--- config.mk ---
export PLATFORM = sky130hd
export DESIGN_NAME = ip_traffic_endpoint
export DESIGN_NICKNAME = d
export VERILOG_FILES = /design/src/rtl/noc_pkg.sv /design/src/rtl/ip_rx_sink.sv /design/src/rtl/ip_tx_gen.sv /design/src/rtl/ip_traffic_endpoint.sv
export SDC_FILE = /design/constraint.sdc
export NUM_CORES = 1
export LEC_CHECK = 0
export CORE_ASPECT_RATIO = 0.6
export CORE_MARGIN = 2
export CORE_UTILIZATION = 45
export DETAILED_ROUTE_END_ITERATION = 8
export GPL_TIMING_DRIVEN = 0
export PLACE_DENSITY = 0.74
export SETUP_SLACK_MARGIN = 0.05
export SYNTH_ARGS = -nofsm -noshare
export SYNTH_HDL_FRONTEND = slang
export SYNTH_SLANG_ARGS = --single-unit
--- constraint.sdc ---
create_clock -name clk -period 4.2 [get_ports clk]
set_clock_uncertainty 0.1 [all_clocks]
set_input_delay 0.63 -clock clk [delete_from_list [all_inputs] [get_ports clk]]
set_output_delay 0.63 -clock clk [all_outputs]
set_load 0.03 [all_outputs]
--- src/rtl/noc_pkg.sv ---
// Shared NoC endpoint definitions: address width, packet field positions,
// LFSR polynomial and the Tx/Rx handshake state encodings.
package noc_pkg;

    localparam int POS_W = 4;

    // Fibonacci taps for x^8+x^6+x^5+x^4+1 (state bits 7,5,4,3)
    localparam logic [7:0] LFSR_TAPS = 8'b1011_1000;

    typedef enum logic [1:0] {
        TX_IDLE         = 2'd0,
        TX_REQ          = 2'd1,
        TX_WAIT_ACK_LOW = 2'd2
    } tx_state_e;

    typedef enum logic {
        RX_IDLE = 1'b0,
        RX_ACK  = 1'b1
    } rx_state_e;

    function automatic int pkt_dst_msb(input int dw);
        return dw - 1;
    endfunction

    function automatic int pkt_src_msb(input int dw);
        return dw - 1 - POS_W;
    endfunction

    function automatic logic [7:0] lfsr_next(input logic [7:0] cur);
        return {cur[6:0], ^(cur & LFSR_TAPS)};
    endfunction

    // An all-zero seed would lock the LFSR, so it is nudged to 1
    function automatic logic [7:0] lfsr_seed(input logic [POS_W-1:0] pos);
        logic [7:0] s;
        s = {pos, pos ^ 4'hA};
        if (s == 8'h00) begin
            s = 8'h01;
        end else begin
            s = s;
        end
        return s;
    endfunction

endpackage

--- src/rtl/ip_rx_sink.sv ---
// Packet consumer: 4-phase Rx handshake, receive counter and sticky
// misrouted-packet flag.
module ip_rx_sink
    import noc_pkg::*;
#(
    parameter logic [POS_W-1:0] POSITION = 4'b0101
)(
    input  logic             clk,
    input  logic             reset,
    input  logic             inr,
    input  logic [POS_W-1:0] dst,
    output logic             inw,
    output logic [15:0]      rx_count,
    output logic             rx_err
);

    rx_state_e   state_r, state_s;
    logic        inw_r, inw_s;
    logic [15:0] rx_count_r, rx_count_s;
    logic        rx_err_r, rx_err_s;

    // Next-state logic; a request is only accepted from IDLE so a held Inr counts once
    always_comb begin
        state_s    = state_r;
        inw_s      = inw_r;
        rx_count_s = rx_count_r;
        rx_err_s   = rx_err_r;
        case (state_r)
            RX_IDLE: begin
                if (inr) begin
                    state_s    = RX_ACK;
                    inw_s      = 1'b1;
                    rx_count_s = rx_count_r + 16'd1;
                    if (dst != POSITION) begin
                        rx_err_s = 1'b1;
                    end else begin
                        rx_err_s = rx_err_r;
                    end
                end else begin
                    state_s = RX_IDLE;
                end
            end
            RX_ACK: begin
                if (!inr) begin
                    state_s = RX_IDLE;
                    inw_s   = 1'b0;
                end else begin
                    state_s = RX_ACK;
                end
            end
            default: begin
                state_s = RX_IDLE;
                inw_s   = 1'b0;
            end
        endcase
    end

    // Rx state and registered outputs
    always_ff @(posedge clk or posedge reset) begin
        if (reset) begin
            state_r    <= RX_IDLE;
            inw_r      <= 1'b0;
            rx_count_r <= 16'd0;
            rx_err_r   <= 1'b0;
        end else begin
            state_r    <= state_s;
            inw_r      <= inw_s;
            rx_count_r <= rx_count_s;
            rx_err_r   <= rx_err_s;
        end
    end

    assign inw      = inw_r;
    assign rx_count = rx_count_r;
    assign rx_err   = rx_err_r;

endmodule

--- src/rtl/ip_tx_gen.sv ---
// Packet producer: free-running injection period counter, destination LFSR
// and the 4-phase request/acknowledge Tx state machine.
module ip_tx_gen
    import noc_pkg::*;
#(
    parameter int                DATA_WIDTH = 37,
    parameter logic [POS_W-1:0]  POSITION   = 4'b0101,
    parameter int                FREQ       = 4
)(
    input  logic                  clk,
    input  logic                  reset,
    input  logic                  outw,
    output logic [DATA_WIDTH-1:0] data_out,
    output logic                  outr,
    output logic [15:0]           tx_count
);

    localparam int               CNT_W     = $clog2(FREQ);
    localparam logic [CNT_W-1:0] CNT_LAST  = CNT_W'(FREQ - 1);
    localparam int               SEQ_W     = DATA_WIDTH - 2 * POS_W;
    localparam logic [7:0]       LFSR_SEED = lfsr_seed(POSITION);

    logic [CNT_W-1:0]      cnt_r;
    tx_state_e             state_r, state_s;
    logic                  outr_r, outr_s;
    logic [DATA_WIDTH-1:0] data_r, data_s;
    logic [SEQ_W-1:0]      seq_r, seq_s;
    logic [7:0]            lfsr_r, lfsr_s;
    logic [15:0]           tx_count_r, tx_count_s;
    logic [POS_W-1:0]      dst_s;
    logic                  tick_s;
    logic                  load_s;

    // Injection period counter, wraps every FREQ cycles regardless of Tx state
    always_ff @(posedge clk or posedge reset) begin
        if (reset) begin
            cnt_r <= '0;
        end else if (cnt_r == CNT_LAST) begin
            cnt_r <= '0;
        end else begin
            cnt_r <= cnt_r + CNT_W'(1);
        end
    end

    // Next-state logic; a slot that finds Tx busy or ack still high is dropped
    always_comb begin
        tick_s     = (cnt_r == CNT_LAST);
        state_s    = state_r;
        outr_s     = outr_r;
        data_s     = data_r;
        seq_s      = seq_r;
        lfsr_s     = lfsr_r;
        tx_count_s = tx_count_r;
        load_s     = 1'b0;
        if (lfsr_r[POS_W-1:0] == POSITION) begin
            dst_s = lfsr_r[POS_W-1:0] ^ 4'b0001;
        end else begin
            dst_s = lfsr_r[POS_W-1:0];
        end
        case (state_r)
            TX_IDLE: begin
                if (tick_s && !outw) begin
                    load_s = 1'b1;
                end else begin
                    state_s = TX_IDLE;
                end
            end
            TX_REQ: begin
                if (outw) begin
                    state_s    = TX_WAIT_ACK_LOW;
                    outr_s     = 1'b0;
                    seq_s      = seq_r + SEQ_W'(1);
                    tx_count_s = tx_count_r + 16'd1;
                end else begin
                    state_s = TX_REQ;
                end
            end
            TX_WAIT_ACK_LOW: begin
                // Ack release and a slot tick on the same edge still injects
                if (outw) begin
                    state_s = TX_WAIT_ACK_LOW;
                end else if (tick_s) begin
                    load_s = 1'b1;
                end else begin
                    state_s = TX_IDLE;
                end
            end
            default: begin
                state_s = TX_IDLE;
                outr_s  = 1'b0;
            end
        endcase
        if (load_s) begin
            state_s = TX_REQ;
            outr_s  = 1'b1;
            data_s  = {dst_s, POSITION, seq_r};
            lfsr_s  = lfsr_next(lfsr_r);
        end else begin
            lfsr_s = lfsr_r;
        end
    end

    // Tx state and registered outputs
    always_ff @(posedge clk or posedge reset) begin
        if (reset) begin
            state_r    <= TX_IDLE;
            outr_r     <= 1'b0;
            data_r     <= '0;
            seq_r      <= '0;
            lfsr_r     <= LFSR_SEED;
            tx_count_r <= 16'd0;
        end else begin
            state_r    <= state_s;
            outr_r     <= outr_s;
            data_r     <= data_s;
            seq_r      <= seq_s;
            lfsr_r     <= lfsr_s;
            tx_count_r <= tx_count_s;
        end
    end

    assign data_out = data_r;
    assign outr     = outr_r;
    assign tx_count = tx_count_r;

endmodule

--- src/rtl/ip_traffic_endpoint.sv ---
// NoC tile endpoint: wires the packet producer and packet consumer to one
// router local port.
module ip_traffic_endpoint
    import noc_pkg::*;
#(
    parameter int               DATA_WIDTH = 37,
    parameter logic [POS_W-1:0] POSITION   = 4'b0101,
    parameter int               FREQ       = 4
)(
    input  logic                  clk,
    input  logic                  reset,
    output logic [DATA_WIDTH-1:0] DataOutIP,
    output logic                  Outr,
    input  logic                  Outw,
    input  logic [DATA_WIDTH-1:0] DataInIP,
    input  logic                  Inr,
    output logic                  Inw,
    output logic [15:0]           tx_count,
    output logic [15:0]           rx_count,
    output logic                  rx_err
);

    localparam int DST_MSB = pkt_dst_msb(DATA_WIDTH);

    ip_tx_gen #(
        .DATA_WIDTH (DATA_WIDTH),
        .POSITION   (POSITION),
        .FREQ       (FREQ)
    ) u_tx (
        .clk      (clk),
        .reset    (reset),
        .outw     (Outw),
        .data_out (DataOutIP),
        .outr     (Outr),
        .tx_count (tx_count)
    );

    ip_rx_sink #(
        .POSITION (POSITION)
    ) u_rx (
        .clk      (clk),
        .reset    (reset),
        .inr      (Inr),
        .dst      (DataInIP[DST_MSB -: POS_W]),
        .inw      (Inw),
        .rx_count (rx_count),
        .rx_err   (rx_err)
    );

endmodule

[Word-level counts from Yosys, hierarchy flattened]
Index checks and enable logic that the tools add are counted.
Word-level totals
  register bits: 112
  word-level logic and storage cells: 58
  output and inout bits: 72
Operators by class
  muxes and demuxes: 19
  bitwise logic cells: 2
  reduce and logical (&&, ||, !) cells: 11
  add/sub/neg operators: 4
  equality and inequality tests: 11
Operators with widths (count)
  16-bit by 1-bit adder with 16-bit output, second input constant: 2
  29-bit by 1-bit adder with 29-bit output, second input constant: 1
  2-bit two-way mux: 6
  2-bit AND reduction: 5
  1-bit two-way mux: 9
  8-bit parity: 1
  3-bit by 2-bit != test with 1-bit output, second input constant: 2
  1-bit one-hot mux with 2 select lines: 3
  2-bit one-hot mux with 3 select lines: 1
  2-bit == test, second input constant: 2
  4-bit by 3-bit == test with 1-bit output, second input constant: 1
  2-bit != test, second input constant: 2
  4-bit by 3-bit != test with 1-bit output, second input constant: 1
  4-bit != test, second input constant: 1
  3-bit AND reduction: 1
  2-bit by 1-bit adder with 2-bit output, second input constant: 1
  2-bit by 1-bit == test with 1-bit output, second input constant: 1
  2-bit logical NOT: 1
  2-bit by 1-bit != test with 1-bit output, second input constant: 1
  1-bit inverter: 2
  2-bit OR reduction: 1
  1-bit logical AND: 1
  1-bit logical NOT: 1

[Logic depth before layout (Yosys ltp)]
Gate-level depths: netlist of the first run.
  depth after elaboration: 6
  depth in mapped cells: 7
  depth with buffers taken out: 6

[By module]
A second synthesis of the first run with hierarchy kept.
Second synthesis, totals
  cells, all modules: 452
  area, all modules: 4745.8 um2
Modules (own cells, without submodules)
  ip_tx_gen: cells an instance 383, area an instance 3915.0 um2, instances 1, seq. area each 2309.7 um2
  ip_rx_sink: cells an instance 69, area an instance 830.8 um2, instances 1, seq. area each 475.5 um2

[Worst setup path after synthesis of the first run]
Ideal clock, no wire load.
  path kind: input-to-reg
  from: in Outw
  to: reg u_tx.seq_r[19]
  arrival: 1.685 ns
  setup slack: 2.292 ns
  required time: 3.977 ns
  cell stages on the path: 5
  cells stage by stage: buf_2 -> nand4_1 -> nor4_2 -> nand4_1 -> xnor2_1
Between the ends
  cells in the longest elaborated chain, start to end: 1
Ends and longest elaborated chain
  start, declared: line ip_traffic_endpoint.sv:14  | input logic Outw,
  2-bit AND reduction (no source line)
  end signal, assigned: line ip_tx_gen.sv:116  | seq_r <= seq_s;
  end, declared: line ip_tx_gen.sv:27  | logic [SEQ_W-1:0] seq_r, seq_s;
No other way between the ends.
A chain may end at the register's enable or synchronous reset.

[Worst setup path in the final report of the first run]
  from: in Inr
  to: reg u_rx.rx_count_r[11] (netlist: u_rx.rx_count[11])
Between the ends
  cells in the longest elaborated chain, start to end: 1
Ends and longest elaborated chain
  start, declared: line ip_traffic_endpoint.sv:16  | input logic Inr,
  2-bit AND reduction (no source line)
  end signal, assigned: line ip_rx_sink.sv:68  | rx_count_r <= rx_count_s;
  end, declared: line ip_rx_sink.sv:19  | logic [15:0] rx_count_r, rx_count_s;
No other way between the ends.

==> out/metrics.yaml, run 1 <==
run_status:
  outcome: "complete, no violations"
route:
  drt_iter0_markers: 188
  final_ant_viol_nets: 0
  routed_via_density: 4.875
  routed_wire_length_mm: 9.206
  drc: 0
  routed_wirelength_normalized_by_instance_count_um: 13.89
  via_count: 3232
  drt_pre_antenna_iters: 4
worst_setup_path:
  library_cell_contributing_the_largest_single_delay_on_the_critical_path: "sky130_fd_sc_hd__clkdlybuf4s50_1"
  timing.reg2reg.worst_path_depth: 6
  crit_path_most_repeated_cell: "sky130_fd_sc_hd__nand4_1"
  crit_arrival_ps: 2490
  crit_buf_inv: 1
  minimum_setup_slack_among_reg_to_reg_paths_ps: 2090
  path_depth: 6
  critical-path-max-stage-delay_ps: 530
  crit-reg2reg-capture: "u_tx.seq_r[19]$_DFFE_PP0N_"
  critical_path_class: "in -> reg"
  critPathRequiredTime_ps: 4330
  cp-start-kind: "input port"
  timing.critical_path.max_delay_family: "simple AND/OR/NAND/NOR gates"
  worstPathCellList: "clkdlybuf4s50_1 -> ha_1 -> nand4_1 -> nor3_1 -> nand4_1 -> xnor2_1"
  cp-end-kind: "flip-flop"
  worst-path-max-fanout: 5
  launch_instance_of_the_worst_register_to_register_path: "u_tx.state_r[1]$_DFFE_PP0P_"
die:
  io_pins: 113
  coreArea_um2: 9950
  die-area_um2: 11140
  initial_core_util_pct: 46.54
  floorplan.rows: 28
  die_y_um: 82.58
  die_w_um: 135.0
hold_path:
  hold_path_startpoint: "u_tx.cnt_r[0]$_DFF_PP0_"
  hold_removal_path_class: "reg -> reg"
  hold-path-cell-count: 1
  hold_path_end: "u_tx.cnt_r[0]$_DFF_PP0_"
global_route:
  grt_util_overall_pct: 18.43
  antenna_found_initial: 0
  grt-busiest-layer: "met1"
  congestion_overflow_gr: 0
  grt_first_pass_wirelength_mm: 15.96
  largest_net_degree_at_the_start_of_global_routing: 57
  vias_in_the_first_global_route: 3197
  grt_use_met3_pct: 4.579
  met1_usage_pct: 27.32
  fraction_of_met2_tracks_used_by_global_routing_pct: 27.21
synthesis:
  yosys_register_bits: 111
  dominantRegCellSynth: "sky130_fd_sc_hd__dfrtp_1"
  number_of_enable_type_register_cells_in_the_synthesized_netlist: 0
  synth_area_leaders: "sky130_fd_sc_hd__dfrtp_1, sky130_fd_sc_hd__nand2_1, sky130_fd_sc_hd__xnor2_1"
  synth_sequential_area_ratio_pct: 60.15
  synthesis.area_um2: 4631
  synth.distinct_cells: 37
  synth_top_area_share_pct: 56.74
  synthDominantAreaCellType: "sky130_fd_sc_hd__dfrtp_1"
  async_flop_share_pct: 100.0
  postSynthAreaPerCell_um2: 10.67
  yosysWarnings: 0
  syn-instance-count: 434
pwr:
  peakVddDrop_mv: 0.2255
  power_per_cell_area_nw_per_um2: 457.1
  leakage_power_total_uw: 0.002812
clock_tree:
  cts_tree: "done"
  ctsHtreeMaxLevel: 3
  post_cts_resize_count: 0
  cts.sinks: 111
  cts_buffers: 9
  clock_tree.root_cell: "sky130_fd_sc_hd__clkbuf_16"
  clockBufferDepth: 2
  clk_transition_reported_paths_ps: 70
  clock_latency_ps: 340
  post-cts-setup-buffers: 0
  ctsHoldBuffers: 0
timing:
  post_layout_min_period_ps: 2358
  max_freq_mhz: 424.0
  final.period_utilization_pct: 56.15
  worst_slew_margin_rel_pct: 52.61
  rsz0062_at_grt: "false"
  hold_viol_final: 0
  timing_worst_slew_pin_value_ps: 710.9
  timing_max_transition_violations_final: 0
  setup_viol_count_final: 0
place:
  replace_congestion: 0.7544
  detailedPlacementHpwl_mm: 6.464
  numPlacedInstances: 647
  port_buffers: 76
finish:
  multi_input_area_um2: 1744
  post_route_cells_drive_above_1_share_pct: 7.197
  instances_no_fill: 663
  area_delta_synth_final_pct: 27.67
  final_core_utilization_pct: 59.42
  n_antenna_cell: 0
  ff_latch_area_um2: 2785
  most-common-layout-cells: "sky130_fd_sc_hd__nand2_1, sky130_fd_sc_hd__dfrtp_1, sky130_fd_sc_hd__clkdlybuf4s50_1"
  layout.cells.most_common: "sky130_fd_sc_hd__nand2_1"
  final_nets: 572
  fillers: 833
job:
  maxCapViolations: 0
synthesized netlist by cell type, types with 3 or more instances:
| cell type | number |
|---|---|
| sky130_fd_sc_hd__and3_1 | 7 |
| sky130_fd_sc_hd__and4_1 | 8 |
| sky130_fd_sc_hd__buf_1 | 3 |
| sky130_fd_sc_hd__buf_2 | 3 |
| sky130_fd_sc_hd__buf_4 | 3 |
| sky130_fd_sc_hd__clkbuf_1 | 4 |
| sky130_fd_sc_hd__dfrtp_1 | 105 |
| sky130_fd_sc_hd__dfstp_2 | 6 |
| sky130_fd_sc_hd__ha_1 | 8 |
| sky130_fd_sc_hd__inv_1 | 8 |
| sky130_fd_sc_hd__mux2_2 | 3 |
| sky130_fd_sc_hd__nand2_1 | 136 |
| sky130_fd_sc_hd__nand3_1 | 19 |
| sky130_fd_sc_hd__nand4_1 | 16 |
| sky130_fd_sc_hd__nor2_1 | 14 |
| sky130_fd_sc_hd__nor3_1 | 3 |
| sky130_fd_sc_hd__o21ai_0 | 4 |
| sky130_fd_sc_hd__xnor2_1 | 42 |
| sky130_fd_sc_hd__xor2_1 | 19 |
logic make-up after synthesis:
group,count (synthesis),share of synthesized area (%)
flops,111,60.15
fa+ha+maj,8,2.162
simple gates,218,21.64
buf+inv,22,2.269
other cells,1,0.08098
compound gates,10,1.432
xor+xnor,61,11.54
mux,3,0.7295
cell type report:
class,count,share of cell area [%]
Buffer,14,1.270
Tap cell,135,2.857
Inverter,8,0.5503
Timing Repair Buffer,77,13.33
Sequential cell,111,47.11
Multi-Input combinational cell,302,29.50
Clock buffer,13,4.233
Clock inverter,3,1.143
power by group:
part,internal [µW],switching [µW]
sequential,1190,116
combinational,214,279
clock,540,364
through the flow:
| step | area [µm²] | worst slack [ps] | hold WS [ps] | total power (µW) | setup TNS, ps |
|---|---|---|---|---|---|
| 2_1_floorplan | 4634 | 549.3 | 303.1 | 1603 | 0 |
| 3_3_place_gp | 5564 | -996.7 | 314.6 | 1794 | -103940 |
| 3_5_place_dp | 5594 | 1516 | 333.8 | 1818 | 0 |
| 4_1_cts | 5912 | 1876 | 343.1 | 2729 | 0 |
| 5_1_grt | 5912 | 1689 | 376.9 | 2837 | 0 |
| 6_report | 5912 | 1842 | 339.4 | 2702 | 0 |
state kept, by name, summed over array words and instances, names as in the netlist:
register / flops
u_tx.data_out: 34
u_tx.seq_r: 29
u_rx.rx_count: 16
u_tx.tx_count: 16
u_tx.lfsr_r: 8
u_tx.cnt_r: 2
u_tx.state_r: 2
u_rx.inw: 1
u_rx.rx_err: 1
u_rx.state_r: 1
u_tx.outr: 1
per-layer routing:
metal	up-vias	share of wire, %
met3	8	3.2
met1	1569	52
met5	-	0
met2	61	44
met4	0	0.68
li1	1594	-
worst max path at each step:
stage | start | end | slack, ps
finish | Inr | u_rx.rx_count[11]$_DFFE_PP0P_ | 1840
global route | Inr | u_rx.rx_count[13]$_DFFE_PP0P_ | 1690
CTS | Inr | u_rx.rx_count[11]$_DFFE_PP0P_ | 1880
detailed placement | Inr | u_rx.rx_count[11]$_DFFE_PP0P_ | 1520
global placement | reset | u_tx.data_out[35]$_DFFE_PP0P_ | -1000
floorplan | reset | u_rx.inw$_DFFE_PP0P_ | 550
(Power assumes the default switching activity.)
==> run 2, diff against run 1 <==
PLACE_DENSITY = 0.77   (was 0.74)
clock period = 2.1 ns   (was 4.2 ns; I/O delays follow)
==> out/metrics.yaml, run 2 (synthesis gave the netlist of run 1 again) <==
global_route:
  vias_in_the_first_global_route: 3245  # +1.5%
  largest_net_degree_at_the_start_of_global_routing: 44  # -23%
  grt_first_pass_wirelength_mm: 15.86  # -0.60%
  congestion_overflow_gr: 0  # unchanged
  antenna_found_initial: 0  # unchanged
  grt_util_overall_pct: 18.35  # -0.079 points
finish:
  n_antenna_cell: 0  # unchanged
  final_nets: 574  # +0.35%
  area_delta_synth_final_pct: 28.59
  flip_flop_count_of_the_largest_register_after_layout: 34  # unchanged
  post_route_cells_drive_above_1_share_pct: 9.057  # +1.9 points
  most-common-layout-cells: "sky130_fd_sc_hd__nand2_1, sky130_fd_sc_hd__dfrtp_1, sky130_fd_sc_hd__clkdlybuf4s50_1"
  fillers: 806  # -3.2%
  layout.cells.most_common: "sky130_fd_sc_hd__nand2_1"
die:
  io_pins: 113  # unchanged
  initial_core_util_pct: 46.54  # unchanged
  die-area_um2: 11140  # unchanged
  die_y_um: 82.58  # unchanged
  coreArea_um2: 9950  # unchanged
  floorplan.rows: 28  # unchanged
  die_w_um: 135.0  # unchanged
pwr:
  p_sw_share_pct: 28.73  # +0.65 points
  power.internal_uw: 3800  # +96%
  combinationalPowerShare_pct: 18.5  # +0.3 points
  power_frac_seq_pct: 48.9  # +0.6 points
  power.share.clock_pct: 32.5  # -1.0 points
  leakage_power_total_uw: 0.002836  # +0.88%
  p_sw_uw: 1532  # +100%
  peakVddDrop_mv: 0.4532  # +100%
  power_per_cell_area_nw_per_um2: 895.4  # +96%
worst_setup_path:
  crit-reg2reg-capture: "u_tx.seq_r[18]$_DFFE_PP0N_"
  path_depth: 1  # -5
  cp-start-kind: "flip-flop"
  crit_arrival_ps: 1520  # -970 ps
  critPathRequiredTime_ps: 1680  # -2650 ps
  crit_buf_inv: 1  # unchanged
  minimum_setup_slack_among_reg_to_reg_paths_ps: 170  # -1920 ps
  worst-path-max-fanout: 6  # +1
  timing.critical_path.max_delay_family: "buffers and inverters"
  critical-path-max-stage-delay_ps: 710  # +180 ps
  cp-end-kind: "output port"
  worstPathCellList: "clkdlybuf4s50_1"
  timing.reg2reg.worst_path_depth: 7  # +1
  critical_path_class: "reg -> out"
  launch_instance_of_the_worst_register_to_register_path: "u_tx.state_r[1]$_DFFE_PP0P_"
  library_cell_contributing_the_largest_single_delay_on_the_critical_path: "sky130_fd_sc_hd__clkdlybuf4s50_1"
timing:
  timing_worst_slew_pin_value_ps: 875.0  # +164.1 ps
  post_layout_min_period_ps: 1938
  max_freq_mhz: 516.0
  rsz0062_at_grt: "true"
  timing_max_transition_violations_final: 0  # unchanged
  setup_viol_count_final: 0  # unchanged
  worst_slew_margin_rel_pct: 41.55  # -11 points
  postLayoutSetupSlackWorst_ps: 161.9  # -1680 ps
  hold_viol_final: 0  # unchanged
  final.period_utilization_pct: 92.29
  final_hold_slack_ps: 200.3  # -139.1 ps
clock_tree:
  cts_tree: "done"
  clock_tree.root_cell: "sky130_fd_sc_hd__clkbuf_16"
  clockBufferDepth: 2  # unchanged
  ctsHtreeMaxLevel: 3  # unchanged
  cts.sinks: 111  # unchanged
  clock_latency_ps: 350  # about the same
  cts_buffers: 9  # unchanged
  clk_transition_reported_paths_ps: 70  # about the same
  ctsHoldBuffers: 0  # unchanged
hold_path:
  hold_path_startpoint: "Outw"
  hold-path-cell-count: 2  # +1
  hold_path_end: "u_tx.state_r[1]$_DFFE_PP0P_"
  hold_removal_path_class: "in -> reg"
route:
  drt_iter0_markers: 213  # +13%
  final_ant_viol_nets: 0  # unchanged
  drt_pre_antenna_iters: 4  # unchanged
  routed_wire_length_mm: 9.097  # -1.2%
  routed_wirelength_normalized_by_instance_count_um: 13.68  # -1.5%
  drc: 0  # unchanged
  routed_via_density: 4.890  # +0.32%
  via_count: 3252  # +0.62%
job:
  maxCapViolations: 0  # unchanged
run_status:
  outcome: "complete, no violations"
place:
  detailedPlacementHpwl_mm: 6.403  # -0.94%
  replace_congestion: 0.7988  # +5.9%
  port_buffers: 76  # unchanged
  preCtsSetupSlack_ps: -300.6  # -1816 ps
==> run 2: how the worst max path moves through the flow <==
| stage | start | end |
|---|---|---|
| floorplan | u_tx.state_r[1]$_DFFE_PP0P_ | u_tx.seq_r[19]$_DFFE_PP0N_ |
| global placement | reset | u_tx.data_out[28]$_DFFE_PP0P_ |
| detailed placement | Inr | u_rx.rx_count[11]$_DFFE_PP0P_ |
| CTS | u_tx.state_r[1]$_DFFE_PP0P_ | u_tx.seq_r[7]$_DFFE_PP0N_ |
| global route | u_tx.state_r[1]$_DFFE_PP0P_ | u_tx.seq_r[16]$_DFFE_PP0N_ |
| finish | u_tx.tx_count[3]$_DFFE_PP0N_ | tx_count[3] |
==> run 2: power groups by stage <==
stage | logic, µW | clock network (µW) | registers, µW
2_1_floorplan | 321 | 0 | 2890
3_3_place_gp | 955 | 0 | 2630
3_5_place_dp | 987 | 0 | 2640
4_1_cts | 994 | 1770 | 2610
5_1_grt | 1080 | 1860 | 2650
6_report | 989 | 1730 | 2610
==> run 2: cell type report <==
cell class,count,area (µm²),area share (%)
plain buffers,14,77.57,1.303
clock buffers,13,260.3,4.371
clock inverters,3,42.54,0.7144
inverters,8,33.78,0.5673
multi-input cells,302,1778,29.86
flip-flops and latches,111,2785,46.77
well taps,135,168.9,2.837
repair buffers,79,808.3,13.57
==> run 2: through the flow <==
stage               power, µW  utilization, %  cell area (µm²)  cells  TNS [ps]
floorplan                3206               -             4638    435         0
global placement         3588           55.96             5568    646    -75700
detailed placement       3629           56.36             5608    648     -1207
CTS                      5370           59.56             5926    664         0
global route             5583           59.85             5954    665         0
finish                   5332           59.85             5954    665         0
==> run 2: per-layer routing <==
| metal | routed length, µm | global-route usage, % | up-vias | part of all wire [%] |
|---|---|---|---|---|
| li1 | - | - | 1600 | - |
| met1 | 4711 | 27.41 | 1576 | 52 |
| met5 | 0 | 0 | - | 0 |
| met4 | 95 | 5.208 | 0 | 1.0 |
| met3 | 420 | 5.433 | 13 | 4.6 |
| met2 | 3868 | 25.89 | 63 | 43 |
==> run 2: repair_timing <==
| action | in CTS | in global routing |
|---|---|---|
| setup buffers | 0 | 1 |
| setup endpoints to repair | 5 | 70 |
| pin swaps | 0 | 2 |
| gates resized for setup | 2 | 7 |
| cloned | 0 | 0 |
